--- config.mk ---
export PLATFORM = sky130hd
export DESIGN_NAME = conv_window_ctrl
export DESIGN_NICKNAME = d
export VERILOG_FILES = /design/src/rtl/conv_window_ctrl.sv
export SDC_FILE = /design/constraint.sdc
export NUM_CORES = 1
export LEC_CHECK = 0
export BUFFER_PORTS_ARGS = -buffer_cell sky130_fd_sc_hd__buf_4
export CORE_MARGIN = 3
export CORE_UTILIZATION = 50
export DETAILED_ROUTE_END_ITERATION = 10
export HOLD_SLACK_MARGIN = 0.15
export PLACE_DENSITY = 0.75
export SKIP_LAST_GASP = 1
export SLEW_MARGIN = 20
export SYNTH_ARGS = -nofsm -noshare
export SYNTH_HDL_FRONTEND = slang
export SYNTH_SLANG_ARGS = --single-unit
--- constraint.sdc ---
create_clock -name clk -period 1.8 [get_ports clk]
set_input_delay 0.18 -clock clk [delete_from_list [all_inputs] [get_ports clk]]
set_output_delay 0.18 -clock clk [all_outputs]
set_load 0.01 [all_outputs]
--- src/rtl/conv_window_ctrl.sv ---
// conv_window_ctrl: raster pixel counter and window-valid/coordinate tracker for a KxK sliding-window FIFO.
module conv_window_ctrl #(
   parameter int IFM_SIZE = 28,
   parameter int KERNAL_SIZE = 5,
   localparam int OUT_SIZE = IFM_SIZE - KERNAL_SIZE + 1,
   localparam int CW = $clog2(IFM_SIZE),
   localparam int OW = $clog2(OUT_SIZE * OUT_SIZE + 1)
) (
   input  logic          clk,
   input  logic          reset,
   input  logic          start,
   input  logic          in_valid,
   output logic          in_ready,
   output logic          fifo_enable,
   input  logic          mac_ready,
   output logic          window_valid,
   output logic [CW-1:0] out_row,
   output logic [CW-1:0] out_col,
   output logic [OW-1:0] out_count,
   output logic          busy,
   output logic          done
);
   typedef enum logic [1:0] {IDLE, RUN, DRAIN, DONE} state_t;
   localparam logic [CW-1:0] LAST = CW'(IFM_SIZE - 1);
   localparam logic [CW-1:0] EDGE = CW'(KERNAL_SIZE - 1);
   state_t state;
   logic [CW-1:0] pix_row, pix_col;
   logic accept, new_win, last_pix;
   // a pending unconsumed window blocks shifting so its taps stay intact
   assign in_ready = (state == RUN) & ~(window_valid & ~mac_ready);
   assign fifo_enable = in_valid & in_ready;
   assign accept = window_valid & mac_ready;
   assign new_win = fifo_enable & (pix_row >= EDGE) & (pix_col >= EDGE);
   assign last_pix = fifo_enable & (pix_row == LAST) & (pix_col == LAST);
   always_ff @(posedge clk or posedge reset)
      if (reset) begin
         state <= IDLE;
         pix_row <= '0;
         pix_col <= '0;
         out_count <= '0;
         window_valid <= 1'b0;
         out_row <= '0;
         out_col <= '0;
         busy <= 1'b0;
         done <= 1'b0;
      end else begin
         done <= 1'b0;
         if (fifo_enable) begin
            pix_col <= (pix_col == LAST) ? '0 : pix_col + CW'(1);
            if (pix_col == LAST) pix_row <= pix_row + CW'(1);
         end
         if (accept) out_count <= out_count + OW'(1);
         if (new_win) begin
            window_valid <= 1'b1;
            out_row <= pix_row - EDGE;
            out_col <= pix_col - EDGE;
         end else if (accept)
            window_valid <= 1'b0;
         case (state)
            IDLE:
               if (start) begin
                  state <= RUN;
                  busy <= 1'b1;
                  pix_row <= '0;
                  pix_col <= '0;
                  out_count <= '0;
               end
            RUN: if (last_pix) state <= DRAIN;
            DRAIN:
               if (accept) begin
                  state <= DONE;
                  busy <= 1'b0;
                  done <= 1'b1;
               end
            default: state <= IDLE;
         endcase
      end
endmodule

; Yosys cells after proc, flatten, opt, wreduce, memory -nomap -nowiden
; Index checks and enable logic that the tools add are counted.
[word_totals]
in_bits = 5
regBits = 35
[classes]
n_reduce_logical = 5
n_lt_le_gt_ge = 2
bitwise_logic = 10
eq_ne = 7
addsub = 5
muxes = 21
[ops]
columns = op, n
row1 = 5-bit two-way mux, 8
row2 = 10-bit two-way mux, 3
row3 = 10-bit by 1-bit adder with 10-bit output (second input constant), 1
row4 = 5-bit by 1-bit adder with 5-bit output (second input constant), 2
row5 = 5-bit == test (second input constant), 2
row6 = 5-bit by 3-bit >= comparator with 1-bit output (second input constant), 2
row7 = 5-bit by 3-bit subtractor with 5-bit output (second input constant), 2
row8 = 1-bit bitwise AND, 8
row9 = 2-bit two-way mux, 3
row10 = 2-bit inequality test (second input constant), 3
row11 = 2-bit one-hot mux with 3 select lines, 1
row12 = 3-bit AND reduction, 2
row13 = 1-bit two-way mux, 5
row14 = 2-bit nonzero test, 2
row15 = 2-bit by 1-bit == test with 1-bit output (second input constant), 1
row16 = 2-bit == test (second input constant), 1
row17 = 2-bit zero test, 1
row18 = 1-bit inverter, 2
row19 = 1-bit one-hot mux with 2 select lines, 1

; Logic depth before layout (Yosys ltp)
; Gate-level depths: netlist (run 1).
[logic_depth]
word_depth = 9
ltp_mapped = 7
mapped_depth_nobuf = 6

; Worst setup path after synthesis (run 1)
; Ideal clock, no wire load.
[synth_path]
path_kind = reg2reg
startpoint = reg state[1]
endpoint = reg out_col[4]
path_stages_with_launch = 8
required_ns = 1.675
synth_period_minus_slack_ns = 1.826
arrival_time_ns = 1.701
slack_ns = -0.026
setup_ns = 0.125
path_cell_list = dfrtp_1 -> inv_1 -> ha_1 -> nand2_2 -> nor3_1 -> and2b_1 -> buf_6 -> mux2_2
[synth_via]
elab_chain_len = 5
[synth_rtl]
columns = element, line_no
row1 = from (decl), 26  ; state_t state;
row2 = from (signal assigned), 37  ; state <= IDLE;
row3 = from (signal assigned), 62  ; state <= RUN;
row4 = from (signal assigned), 68  ; RUN: if (last_pix) state <= DRAIN;
row5 = 2-bit by 1-bit == test with 1-bit output, 30  ; assign in_ready = (state == RUN) & ~(window_valid & ~mac_ready);
row6 = 1-bit bitwise AND, 30
row7 = 1-bit bitwise AND, 31  ; assign fifo_enable = in_valid & in_ready;
row8 = 1-bit bitwise AND (2 in a row), 33  ; assign new_win = fifo_enable & (pix_row >= EDGE) & (pix_col >= EDGE);
row9 = to (signal assigned), 56  ; out_col <= pix_col - EDGE;
row10 = to (decl), 18  ; output logic [CW-1:0] out_col,
; Every way passes these cells.
; A chain may end at the register's enable or synchronous reset.

; Worst setup path in the final report (run 1)
[layout_path]
startpoint = reg pix_row[1]
endpoint = reg out_row[1]
[layout_via]
elab_chain_len = 3
word_cells_on_any_way = 4
cone_classes = 1 x add/sub / 1 x order compare / 2 x bitwise
[layout_rtl]
columns = element, line_no
row1 = from (decl), 27  ; logic [CW-1:0] pix_row, pix_col;
row2 = from (signal assigned), 50  ; if (pix_col == LAST) pix_row <= pix_row + CW'(1);
row3 = 5-bit by 3-bit >= comparator with 1-bit output, 33
row4 = 1-bit bitwise AND (2 in a row), 33
row5 = to (signal assigned), 55  ; out_row <= pix_row - EDGE;
row6 = to (decl), 17  ; output logic [CW-1:0] out_row,
; Several ways; a longest one is shown, not always the timed one.

==> results of run 1 <==
-- what timing repair did --
action,in CTS,in global routing
hold buffers,1,0
buffers inserted,3,8
gates cloned,1,0
endpoints found under the hold margin,35,0
setup endpoints to repair,13,16
pin swaps,7,9
resized for setup,12,16
-- power groups by stage --
stage               clock (mW)  sequential (mW)  combinational (mW)
global route             0.898             1.18                1.51
finish                   0.844             1.16                1.40
detailed placement           0             1.16                1.18
global placement             0             1.15                1.14
floorplan                    0             1.25               0.558
CTS                      0.857             1.15                1.26
-- worst min-delay path, cell delays in order --
cell	delay (ns)
buf_4	0.14
nand3_1	0.08
a21oi_1	0.05
-- routing by layer --
layer,share of wire,wire (µm)
met2,0.53,2360
met4,0.013,59
met3,0.030,134
met5,0,0
met1,0.43,1930
-- area by class of cell --
type	count	area share
timing repair buffer	64	0.180
sequential	35	0.325
inverter	13	0.0190
clock inverter	3	0.0250
tap	46	0.0213
clock buffer	5	0.0255
multi-input combinational	122	0.404
-- path summary, 6_finish.rpt --
check | startpoint | to | slack, ns | depth (start not counted)
max reg2reg | pix_row[1] | out_row[1] | 0.03 | 6
max | pix_row[1] | out_row[1] | 0.03 | 6
max in group asynchronous | reset | out_count[5] | 0.93 | 4
min | mac_ready | out_count[1] | 0.22 | 3
min reg2reg | out_row[1] | out_row[1] | 0.53 | 1
min in group asynchronous | reset | out_row[3] | 0.55 | 4
-- flip-flops by register name, summed over array words and instances, names as in the netlist --
| name | count |
|---|---|
| out_count | 10 |
| out_col | 5 |
| out_row | 5 |
| pix_col | 5 |
| pix_row | 5 |
| state | 2 |
| busy | 1 |
| done | 1 |
| window_valid | 1 |
-- cell usage after synthesis, types with 4 or more instances --
| cell | number | area share |
|---|---|---|
| a21oi_1 | 4 | 0.010 |
| dfrtp_1 | 35 | 0.46 |
| ha_1 | 17 | 0.11 |
| inv_1 | 13 | 0.025 |
| mux2_2 | 6 | 0.035 |
| mux2i_1 | 4 | 0.021 |
| nand2_1 | 7 | 0.014 |
| nand3_1 | 5 | 0.013 |
| nand4_1 | 5 | 0.016 |
| nor2_1 | 19 | 0.037 |
| nor3_1 | 6 | 0.016 |
| o21ai_0 | 4 | 0.010 |
| xnor2_1 | 9 | 0.041 |
| xor2_1 | 8 | 0.037 |
-- cell usage in the layout, fill, tap and decap left out, types with 3 or more instances in the layout --
cell type / n
a21oi_1: 4
buf_4: 62
clkbuf_8: 5
dfrtp_1: 35
ha_1: 11
ha_4: 4
inv_1: 9
inv_2: 3
mux2_2: 5
mux2_4: 3
mux2i_1: 4
nand2_1: 7
nand3_1: 5
nand4_1: 5
nor2_1: 19
nor3_1: 5
o21ai_0: 4
xnor2_1: 9
xor2_1: 8
-- per-stage QoR --
| step | cells | cell area, µm² | util | hold slack, ns | TNS (ns) |
|---|---|---|---|---|---|
| 5_1_grt | 288 | 2700 | 0.766 | 0.224 | -0.147 |
| 3_3_place_gp | 268 | 2350 | 0.667 | 0.302 | -1.20 |
| 2_1_floorplan | 173 | 1920 | - | 0.334 | 0 |
| 4_1_cts | 281 | 2580 | 0.732 | 0.213 | 0 |
| 3_5_place_dp | 268 | 2350 | 0.667 | 0.322 | -1.83 |
| 6_report | 288 | 2700 | 0.766 | 0.216 | 0 |
-- cells by family (layout without fill, tap and decap cells) --
family / Yosys count / in the layout / synth area share
AOI/OAI and AO/OA: 15 / 15 / 0.0647
adders and majority gates: 17 / 17 / 0.111
muxes: 12 / 12 / 0.0699
xor gates and xnor gates: 17 / 17 / 0.0777
buffers and inverters: 17 / 85 / 0.0412
and+or+nand+nor: 60 / 61 / 0.178
DFF: 35 / 35 / 0.457
==> results.md, run 1 <==
* Status: finished clean
* Clock-pin slew on the worst setup and hold paths at 0.08 ns
* Fillers at roughly 240
* Kind of critical path: register to register
* Fin nets at 263
* Cell family with most CP delay: compound AO/OA/AOI/OAI gates
* WP data arrival at 1.95 ns
* Largest net degree at the start of global routing at 36
* Row cnt at 21
* Seq/Total Area, Yosys at 0.457
* Switching part of the total power at 0.328
* Yosys cell types at 40
* Layout area overhead at 40.8%
* Worst slack, placed at -0.200 ns
* PortBufs at 29
* Hold Path Class: input port to register
* Worst-path cell chain: inv_1 > ha_4 > a2111oi_4 > nor3_4 > and2b_2 > mux2_2
* Relative slew slack at 0.701
* Core area at 3520 µm²
* M3 GR Usage at 0.0394
* DP Wirelength at 2930 µm
* Slew Viols, Final at 0
* Post-route minimum period at about 1.8 ns
* Reg area at 876 µm²
* Syn avg cell area at around 11 µm²
* Asr flop ratio synth at 1.00
* Final worst slack at 0.0333 ns
* Worst-Margin Slew at 0.448 ns
* ANT cells at 0
* Vias in the first global route at 1461
* Sequential share of power at 0.340
* Yosys reg bits at 35
* Clk_lat worst skew at 0.29 ns
* Share of cells above drive strength 1 at 0.450
* Detailed-route DRC error count at 0
* Maximum root-to-sink buffer count at 2
* Die Height at between 60 and 70 µm
* Worst path buffer plus inverter count at 1
* Initial Utilization at 0.544
* WL final at 4480 µm
* Die Area at 4610 µm²
* Final worst path period share at 0.981
* Met2 Use GR at 0.330
* Met1 Resource Use GR at 0.271
* H-tree Lvls at 2
* Worst path required time at 1.98 ns
* Die X at 67.9 µm
* Cells after synthesis at 173
* Initial DRC Count at 66
* Initial antenna violation count at 0
* ANT nets after route at 0
* Crit path max-delay cell type: a2111oi_4
* Total leakage power at ~1.3 nW
* Maximum fanout along the worst path at 5
* Multi-input gate area at 1090 µm²
* Int Power at ~2.3 mW
* CP Launch Type: register
* TritonCTS Sinks at 35
* GR Util All Layers at 0.202
* Clock Skews at 0.00844 ns
* Worst setup EP type: register
* CTS Root Cell: clkbuf_8
* Clock power frac at 0.248
* DR vias at 1506
* DR WL/cell at 15.6 µm
* Avg Vias per Cell at 5.23
* Final Power at between 3 and 4 mW
* CTS Buf Count at 5
* Detailed Routing Iterations Pass 1 at 5
* Count of final setup violators at 0
* Gpl congestion at 0.770
* Max Clk Rate at 566 MHz
* Gr busiest metal: met2
* Number of enable flip-flop cells after synthesis at 0
* Final Hold Fails at 0
* Grt ovf at 0
* Synth warnings at 0
* Syn Std Cell Area at 1920 µm²
* Switching pwr at ~1.1 mW
* Max cap viols at 0
* Primary FF master, synth: dfrtp_1
* Pwr Density at 1260 nW/µm²
* RSZ-0062 raised after global routing: true
* Max stage delay on crit path at 0.39 ns
* # IOs at 30
* Mapped Nets at between 150 and 200
* Maximum VDD drop at 0.669 mV
* Global-route wire length before repair at slightly below 7000 µm
* Combinational power share at 0.412
* CTS tree: done
Note: power is estimated with default switching activity, not from simulation.
==> run 2, diff against run 1 <==
--- a/config.mk
+++ b/config.mk
@@ -8,9 +8,11 @@
 export BUFFER_PORTS_ARGS = -buffer_cell sky130_fd_sc_hd__buf_4
 export CORE_MARGIN = 3
 export CORE_UTILIZATION = 50
+export CTS_CLUSTER_DIAMETER = 200
 export DETAILED_ROUTE_END_ITERATION = 10
 export HOLD_SLACK_MARGIN = 0.15
 export PLACE_DENSITY = 0.75
+export RECOVER_POWER = 100
 export SKIP_LAST_GASP = 1
 export SLEW_MARGIN = 20
 export SYNTH_ARGS = -nofsm -noshare
==> run 2 against run 1 <==
  * First-iteration DRC count decreased by 9.1%
  * Design area decreased by 3.3%
  * Combinational power decreased by 7%
  * Critical path depth unchanged
  * Clock skew decreased by 0.00074 ns
  * Die area unchanged
  * Global-route usage unchanged
  * Critical path type unchanged
==> results.md, run 2 (same netlist as run 1, synthesis figures left out) <==
* Reg-to-Reg End: out_row[1]
* Pwr Density at 1260 nW/µm² (+0.13%)
* Maximum VDD drop at 0.645 mV (-3.6%)
* CP Launch Type: register
* Grt ovf at 0 (unchanged)
* Hold Path Class: input port to register
* Sequential share of power at 0.350 (+0.010)
* Clk_lat worst skew at 0.29 ns (about the same)
* Worst-Margin Slew at 0.872 ns (+0.424 ns)
* Worst hold path stage count at 3 (unchanged)
* Largest net degree at the start of global routing at 36 (unchanged)
* GR Util All Layers at 0.202 (unchanged)
* Relative slew slack at 0.419 (-0.283)
* Max Clk Rate at 567 MHz (about the same)
* Crit. path cell count at 6 (unchanged)
* WP data arrival at 1.94 ns (about the same)
* Maximum root-to-sink buffer count at 2 (unchanged)
* Clock-pin slew on the worst setup and hold paths at 0.08 ns (about the same)
* Switching part of the total power at 0.338 (+0.00999)
* Vias in the first global route at 1461 (unchanged)
* Max cap viols at 0 (unchanged)
* Die Area at 4610 µm² (unchanged)
* Fin area at 2610 µm² (-3.3%)
* Worst-path cell chain: inv_1 > ha_4 > a2111oi_4 > nor3_4 > and2b_2 > mux2_2
* Switching pwr at 1.11 mW (-0.22%)
* Max reg flops at 10 (unchanged)
* RSZ-0062 raised after global routing: true
* Initial DRC Count at 60 (-9.1%)
* Cell family with most CP delay: compound AO/OA/AOI/OAI gates
* HP Start: mac_ready
* Commonest non-fill, non-tap cell in the layout: buf_4
* Post-route minimum period at 1.76 ns (-0.00169 ns)
* DR WL/cell at 15.5 µm (-0.51%)
* Fin nets at 263 (unchanged)
* Flop2flop setup slack at 0.04 ns (about the same)
* Worst setup EP type: register
* Initial antenna violation count at 0 (unchanged)
* Core area at 3520 µm² (unchanged)
* H-tree Lvls at 2 (unchanged)
* Maximum fanout along the worst path at 5 (unchanged)
* CTS tree: done
* CTS Buf Count at 5 (unchanged)
* Initial Utilization at 0.544 (unchanged)
* Setup TNS at 0 ns (unchanged)
* Share of cells above drive strength 1 at 0.355 (-0.0950)
* Kind of critical path: register to register
* ANT nets after route at 0 (unchanged)
* WL final at 4460 µm (-0.51%)
* # IOs at 30 (unchanged)
* Count of final setup violators at 0 (unchanged)
* Global-route wire length before repair at 6800 µm (unchanged)
* Total leakage power at 1.22 nW (-7.0%)
* Detailed Routing Iterations Pass 1 at 4 (-1)
* Detailed-route DRC error count at 0 (unchanged)
* Avg Vias per Cell at 5.21 (-0.40%)
* Die X at 67.9 µm (unchanged)
* TritonCTS Sinks at 35 (unchanged)
* Combinational power share at 0.394 (-0.018)
* DR vias at 1500 (-0.40%)
* Max stage delay on crit path at 0.39 ns (about the same)
* Status: finished clean
* Die Height at 67.9 µm (unchanged)
* Clock Skews at 0.00770 ns (-0.000736 ns)
* Final worst path period share at 0.981 (about the same)
* CTS Root Cell: clkbuf_8
* Slew Viols, Final at 0 (unchanged)
* Cells after DPL at 268 (unchanged)
* RR Startpoint: pix_row[1]
* Layout area overhead at 36.2%
* Gpl congestion at 0.770 (unchanged)
* Final Hold Fails at 0 (unchanged)
* Instance area at placement at 2350 µm² (unchanged)
* Non-Filler Instances at 288 (unchanged)
* PortBufs at 29 (unchanged)
* ANT cells at 0 (unchanged)
* Clock power frac at 0.256 (+0.008)
* Worst path required time at 1.98 ns (about the same)
* Int Power at 2.18 mW (-4.6%)
* Row cnt at 21 (unchanged)
* Most flop-heavy register: out_count
* Crit path max-delay cell type: a2111oi_4
* Reg2Reg Depth at 6 (unchanged)
* Hold worst-path end: out_count[1]
* DP Wirelength at 2930 µm (unchanged)
* Worst path buffer plus inverter count at 1 (unchanged)
* Commonest non-fill, non-tap cells in the layout: buf_4, dfrtp_1, clkbuf_1
==> run 2: worst max-delay path by stage <==
stage	from	to	slack, ns
2_1_floorplan	pix_row[0]	out_col[1]	0.02
3_3_place_gp	state[1]	out_row[2]	-0.15
3_5_place_dp	state[1]	out_row[2]	-0.20
4_1_cts	pix_row[2]	out_col[1]	0.005
5_1_grt	state[0]	busy	-0.05
6_report	pix_row[1]	out_row[1]	0.04
==> run 2: cell type report <==
class	count	area [µm²]
timing repair buffer	64	398
clock buffer	5	68.8
inverter	13	51.3
clock inverter	3	67.6
sequential	35	876
multi-input combinational	122	1090
tap	46	57.6
fill	263	912
==> run 2: per-stage QoR <==
step,worst slack [ns],power [mW],util,hold slack (ns)
floorplan,0.0153,1.81,-,0.334
global placement,-0.149,2.29,0.667,0.302
detailed placement,-0.200,2.34,0.667,0.322
CTS,0.00503,3.27,0.732,0.213
global route,-0.0539,3.49,0.741,0.224
finish,0.0350,3.29,0.741,0.218
==> run 2: layer usage <==
layer	wire, µm	part of all wire	vias up	track usage
li1	-	-	718	-
met1	1920	0.43	748	0.271
met2	2320	0.52	26	0.330
met3	150	0.034	8	0.0394
met4	59	0.013	0	0.0596
met5	0	0	-	0
==> run 2: power groups by stage <==
stage                     registers, mW  logic, mW  clock network, mW
after floorplan                    1.25      0.558                  0
after global placement             1.15       1.14                  0
after detailed placement           1.16       1.18                  0
after CTS                          1.15       1.26              0.857
after global routing               1.18       1.41              0.898
final                              1.15       1.30              0.843
==> run 2: tightest hold or removal path, delay by kind of cell <==
kind,cells,cell delay (ns)
AOI/OAI and AO/OA,1,0.05
and+or+nand+nor,1,0.08
buffers and inverters,1,0.15
==> run 2: repair_timing <==
| action | CTS | global route |
|---|---|---|
| pin swaps | 7 | 9 |
| hold endpoints to repair | 35 | 0 |
| endpoints found under the setup margin | 13 | 16 |
| resized for setup | 12 | 16 |
| hold buffers | 1 | 0 |
| cloned | 1 | 0 |
| setup buffers | 3 | 8 |
